`config.mk`:
```
export PLATFORM = sky130hd
export DESIGN_NAME = mem_arbiter
export DESIGN_NICKNAME = d
export VERILOG_FILES = /design/src/rtl/mem_arbiter.sv
export SDC_FILE = /design/constraint.sdc
export NUM_CORES = 1
export LEC_CHECK = 0
export CORE_AREA = 5 5 174 176
export CTS_CLUSTER_DIAMETER = 100
export DETAILED_ROUTE_END_ITERATION = 10
export DIE_AREA = 0 0 179 181
export HOLD_SLACK_MARGIN = 0.15
export PLACE_DENSITY_LB_ADDON = 0.3
export SLEW_MARGIN = 0
export SYNTH_ARGS = -nofsm -noshare
export SYNTH_HDL_FRONTEND = slang
export SYNTH_SLANG_ARGS = --single-unit
```
`constraint.sdc`:
```
create_clock -name clock -period 1.8 [get_ports clock]
set_input_delay 0.45 -clock clock [delete_from_list [all_inputs] [get_ports clock]]
set_output_delay 0.45 -clock clock [all_outputs]
set_load 0.02 [all_outputs]
```
`src/rtl/mem_arbiter.sv`:
```
// Two-master memory arbiter and sequencer. The IFU issues reads only and the LSU
// issues reads and writes. One transaction is in flight at a time, masters are
// granted round-robin, and a read whose data never arrives ends in an error response.
module mem_arbiter #(
  parameter int unsigned ADDR_W  = 33,
  parameter int unsigned DATA_W  = 64,
  parameter int unsigned TIMEOUT = 16
) (
  input  logic                clock,
  input  logic                reset,
  // IFU channel
  input  logic                if_req_valid,
  output logic                if_req_ready,
  input  logic [ADDR_W-1:0]   if_req_addr,
  output logic                if_resp_valid,
  input  logic                if_resp_ready,
  output logic [DATA_W-1:0]   if_resp_data,
  output logic                if_resp_err,
  // LSU channel
  input  logic                ls_req_valid,
  output logic                ls_req_ready,
  input  logic                ls_req_wen,
  input  logic [ADDR_W-1:0]   ls_req_addr,
  input  logic [DATA_W-1:0]   ls_req_wdata,
  input  logic [DATA_W/8-1:0] ls_req_wmask,
  output logic                ls_resp_valid,
  input  logic                ls_resp_ready,
  output logic [DATA_W-1:0]   ls_resp_data,
  output logic                ls_resp_err,
  // Memory port
  output logic                mem_ren,
  output logic                mem_wen,
  output logic [ADDR_W-1:0]   mem_addr,
  output logic [DATA_W-1:0]   mem_wdata,
  output logic [DATA_W/8-1:0] mem_wmask,
  input  logic [DATA_W-1:0]   mem_rdata,
  input  logic                mem_rvalid
);

  localparam int unsigned CntW = $clog2(TIMEOUT);
  localparam logic MIfu = 1'b0;
  localparam logic MLsu = 1'b1;

  typedef enum logic [1:0] {StIdle, StIssue, StWait, StResp} state_e;

  state_e              r_state;
  logic                r_rr_last;
  logic [CntW-1:0]     r_cnt;
  logic                r_mid;
  logic [ADDR_W-1:0]   r_addr;
  logic                r_wen;
  logic [DATA_W-1:0]   r_wdata;
  logic [DATA_W/8-1:0] r_wmask;
  logic [DATA_W-1:0]   r_resp_data;
  logic                r_resp_err;

  logic w_gnt_if, w_gnt_ls, w_if_hs, w_ls_hs, w_resp_ready, w_in_resp;

  // Grant: sole requester wins; on contention the master not served last wins.
  always_comb begin
    w_gnt_if     = if_req_valid & (~ls_req_valid | (r_rr_last == MLsu));
    w_gnt_ls     = ls_req_valid & (~if_req_valid | (r_rr_last == MIfu));
    if_req_ready = (r_state == StIdle) & w_gnt_if;
    ls_req_ready = (r_state == StIdle) & w_gnt_ls;
    w_if_hs      = if_req_ready & if_req_valid;
    w_ls_hs      = ls_req_ready & ls_req_valid;
    w_resp_ready = (r_mid == MLsu) ? ls_resp_ready : if_resp_ready;
  end

  // Memory strobes only in ISSUE; response channel only to the latched master.
  always_comb begin
    w_in_resp     = (r_state == StResp);
    mem_ren       = (r_state == StIssue) & ~r_wen;
    mem_wen       = (r_state == StIssue) & r_wen;
    mem_addr      = r_addr;
    mem_wdata     = r_wdata;
    mem_wmask     = r_wmask;
    if_resp_valid = w_in_resp & (r_mid == MIfu);
    ls_resp_valid = w_in_resp & (r_mid == MLsu);
    if_resp_data  = if_resp_valid ? r_resp_data : '0;
    ls_resp_data  = ls_resp_valid ? r_resp_data : '0;
    if_resp_err   = if_resp_valid & r_resp_err;
    ls_resp_err   = ls_resp_valid & r_resp_err;
  end

  // Transaction sequencer: accept, issue, wait for read data or timeout, respond.
  always_ff @(posedge clock or negedge reset) begin
    if (!reset) begin
      r_state     <= StIdle;
      r_rr_last   <= MLsu;
      r_cnt       <= '0;
      r_mid       <= MIfu;
      r_addr      <= '0;
      r_wen       <= 1'b0;
      r_wdata     <= '0;
      r_wmask     <= '0;
      r_resp_data <= '0;
      r_resp_err  <= 1'b0;
    end else begin
      unique case (r_state)
        StIdle: begin
          if (w_if_hs) begin
            r_mid     <= MIfu;
            r_addr    <= if_req_addr;
            r_wen     <= 1'b0;
            r_wdata   <= '0;
            r_wmask   <= '0;
            r_rr_last <= MIfu;
            r_state   <= StIssue;
          end else if (w_ls_hs) begin
            r_mid     <= MLsu;
            r_addr    <= ls_req_addr;
            r_wen     <= ls_req_wen;
            r_wdata   <= ls_req_wdata;
            r_wmask   <= ls_req_wmask;
            r_rr_last <= MLsu;
            r_state   <= StIssue;
          end
        end
        StIssue: begin
          if (r_wen) begin
            // Writes complete at the memory edge; acknowledge with zero data.
            r_resp_data <= '0;
            r_resp_err  <= 1'b0;
            r_state     <= StResp;
          end else begin
            r_cnt   <= '0;
            r_state <= StWait;
          end
        end
        StWait: begin
          if (mem_rvalid) begin
            r_resp_data <= mem_rdata;
            r_resp_err  <= 1'b0;
            r_state     <= StResp;
          end else if (r_cnt == CntW'(TIMEOUT - 1)) begin
            r_resp_data <= '0;
            r_resp_err  <= 1'b1;
            r_state     <= StResp;
          end else begin
            r_cnt <= r_cnt + CntW'(1);
          end
        end
        StResp: begin
          if (w_resp_ready) r_state <= StIdle;
        end
        default: r_state <= StIdle;
      endcase
    end
  end

endmodule

```
==> metrics <==
status complete, but fails checks; failing checks setup timing; CP Depth 6; max_slew headroom 62.1%; Final Slew Violations 0; vias in the first global route 8419; Buffers & Inverters on Critical Path 3; Max IR drop VDD 0.811 mV; Top Ports 451; Final Core Density 52.4%; Final #Nets 1451; worst slew pin tran 0.569 ns; Final Hold Violating Endpoints 0; initial antenna violation count 0; Vert. Die Dim 181 microns; Setup WS post-layout -0.469 ns; Sequential Power Share 30.7%; Vias 8076; Design Power 0.0239 W; n_diodes 0; Pwr Density 1600 nW/um^2; first-pass GRT wire length 49400 microns; Clock Root Buffer clkbuf_16; Routability Congestion 0.756; Sw Share 39.6%; die width 179 microns; Register-to-Register Path Depth 9; area delta synth->final 75.6%; synth warn 0; post-route ant nets 0; Worst Path Required 1.35 ns; Sink Count 179; CP Cell Sequence ha_2 > nor2b_4 > buf_6 > clkbuf_16 > and2_2 > buf_6; CP Launch Type register; worst min path class in2async; wire length per cell 20.7 microns; clk buf depth 2; CTS tree built; Int Pwr 0.0144 W; DR pass1 iterations 4; Max Cap Viol 0; Worst-Skew Late Latency 0.43 ns; pin count of the biggest net entering global routing 67; clk_skew 0.0129 ns; Gate power share 53.4%; final setup violation count 393; flop2flop setup slack -0.24 ns; Largest delay share family, worst path buffers and inverters; syn_nets 973; post-synthesis register bit count 179; unique cell type count in the Yosys netlist 38; die footprint 32400 sq um; Worst Setup Path Type reg2out; placed instance area 14000 sq um; via-per-instance ratio 4.95; GRT Total Usage 19.6%; WHS 0.500 ns; share of layout cells above drive strength 1 35.1%; WP data arrival 1.82 ns; mean post-synth cell area 11.2 sq um; Leakage 7.31 nW; Max Fanout on Critical Path 16; Syn Inst Count 758; crit path max-delay cell type dfrtp_1; Crit path largest cell delay 0.40 ns; filler instances 2554; Sw Pwr 0.00946 W; sequential fraction of the synthesis area 52.8%; Final min period 2.27 ns; Clk pwr share 15.9%; Num CTS Buffers 17; total routed wirelength 33800 microns; DRC 0; final instance area 14900 sq um; Critical Path End Type output port; core region area 28500 sq um; highest-count cells in the layout ignoring fill and taps clkdlybuf4s50_1, dfrtp_1, and3_1, buf_6; H-tree levels 4; setup TNS -75.81 ns; grt ovf 0; most common cell after layout, fill and taps aside clkdlybuf4s50_1; cell mode on critical path buf_6; Clk pin slew, worst setup/hold paths 0.08 ns; Starting Density 29.8%; IO buf count 450; Row Count 62; RSZ-0062 raised after global routing true; Tcrit/Tclk final 126%; hpwl dp 24200 microns; DRT iter0 DRCs 449; Mapped Area 8490 sq um; fmax 0.441 GHz
[final timing paths]
check                                     startpoint                           to
max                           r_state[0]$_DFFE_PN0P_             if_resp_data[29]
min                                            reset      mem_addr[0]$_DFFE_PN0P_
max reg2reg                   r_state[1]$_DFFE_PN0P_  r_resp_data[25]$_DFFE_PN0P_
min reg2reg                mem_wdata[28]$_DFFE_PN0P_    mem_wdata[28]$_DFFE_PN0P_
max in group asynchronous                      reset  r_resp_data[11]$_DFFE_PN0P_
min in group clock         mem_wdata[28]$_DFFE_PN0P_    mem_wdata[28]$_DFFE_PN0P_
[per-layer routing]
metal	wire [microns]	vias up	global-route usage, %
li1	-	3728	-
met1	12600	3958	22.6
met2	17100	349	34.4
met3	3300	41	6.90
met4	788	0	4.94
met5	0	-	0
[state kept, by name (all words and copies together) (netlist names), 2 cells and up]
register / cells
r_cnt: 4
mem_wmask: 8
mem_wdata: 64
r_state: 2
r_resp_data: 64
mem_addr: 33
[cell families (layout without fill, tap and decap cells)]
logic type / Yosys count / in the layout / synth area share [%]
simple gates: 275 / 275 / 19.8
buf+inv: 83 / 574 / 4.24
fa+ha+maj: 5 / 5 / 0.737
flops: 179 / 179 / 52.8
compound gates: 149 / 149 / 13.6
mux: 67 / 67 / 8.86
[power groups by stage]
stage / clock, W / sequential, W / combinational, W
after floorplan: 0 / 0.00824 / 0.00485
after global placement: 0 / 0.00731 / 0.0117
after detailed placement: 0 / 0.00731 / 0.0119
after CTS: 0.00391 / 0.00731 / 0.0122
after global routing: 0.00409 / 0.00758 / 0.0136
final: 0.00380 / 0.00735 / 0.0128
[synthesized netlist by cell type]
library cell	n	share of area [%]
nor3b_1	1	0.088
buf_2	9	0.53
a221oi_1	1	0.10
o22ai_1	1	0.074
and3_1	146	11
dfstp_2	1	0.31
a22o_1	52	5.4
nand3_1	23	1.4
mux2_2	60	8.0
ha_1	5	0.74
nor2_2	1	0.074
mux2_1	5	0.66
buf_4	2	0.18
buf_1	7	0.31
and4_1	1	0.10
a41o_1	1	0.12
o21ai_0	27	1.6
nor2b_1	5	0.37
a21oi_4	1	0.19
and2_0	4	0.29
a41oi_1	1	0.10
dfrtp_1	178	52
buf_6	4	0.53
a31oi_1	2	0.15
a21oi_1	24	1.4
a211oi_1	1	0.088
nand4_1	2	0.15
a22oi_1	2	0.18
nand2_1	7	0.31
o221ai_1	2	0.21
or2_2	1	0.074
nand3_2	1	0.12
a221o_1	33	3.9
clkbuf_1	55	2.4
o32a_1	1	0.12
and2_1	83	6.1
mux2i_1	2	0.24
inv_1	6	0.27
[final cells by class]
class,count,area [sq um],area share [%]
inverter,6,27.5,0.185
clock buffer,17,425,2.85
clock inverter,15,185,1.24
multi-input combinational,496,3950,26.5
sequential,179,4480,30.1
tap,384,480,3.22
timing repair buffer,536,5360,36.0
[metrics by stage]
step	setup slack, ns	instances
global placement	-0.584	1581
finish	-0.469	1633
CTS	-0.484	1625
floorplan	-0.0289	758
detailed placement	-0.603	1581
global route	-0.554	1633
[timing repair]
item / 4_1_cts / 5_1_grt
buffers inserted: 7 / 4
gates resized for setup: 658 / 106
cloned: 4 / 4
endpoints found under the hold margin: 30 / 0
pin swaps: 1 / 11
endpoints found under the setup margin: 365 / 405
hold buffers: 1 / 0
Power figures use the tool's default switching activity.
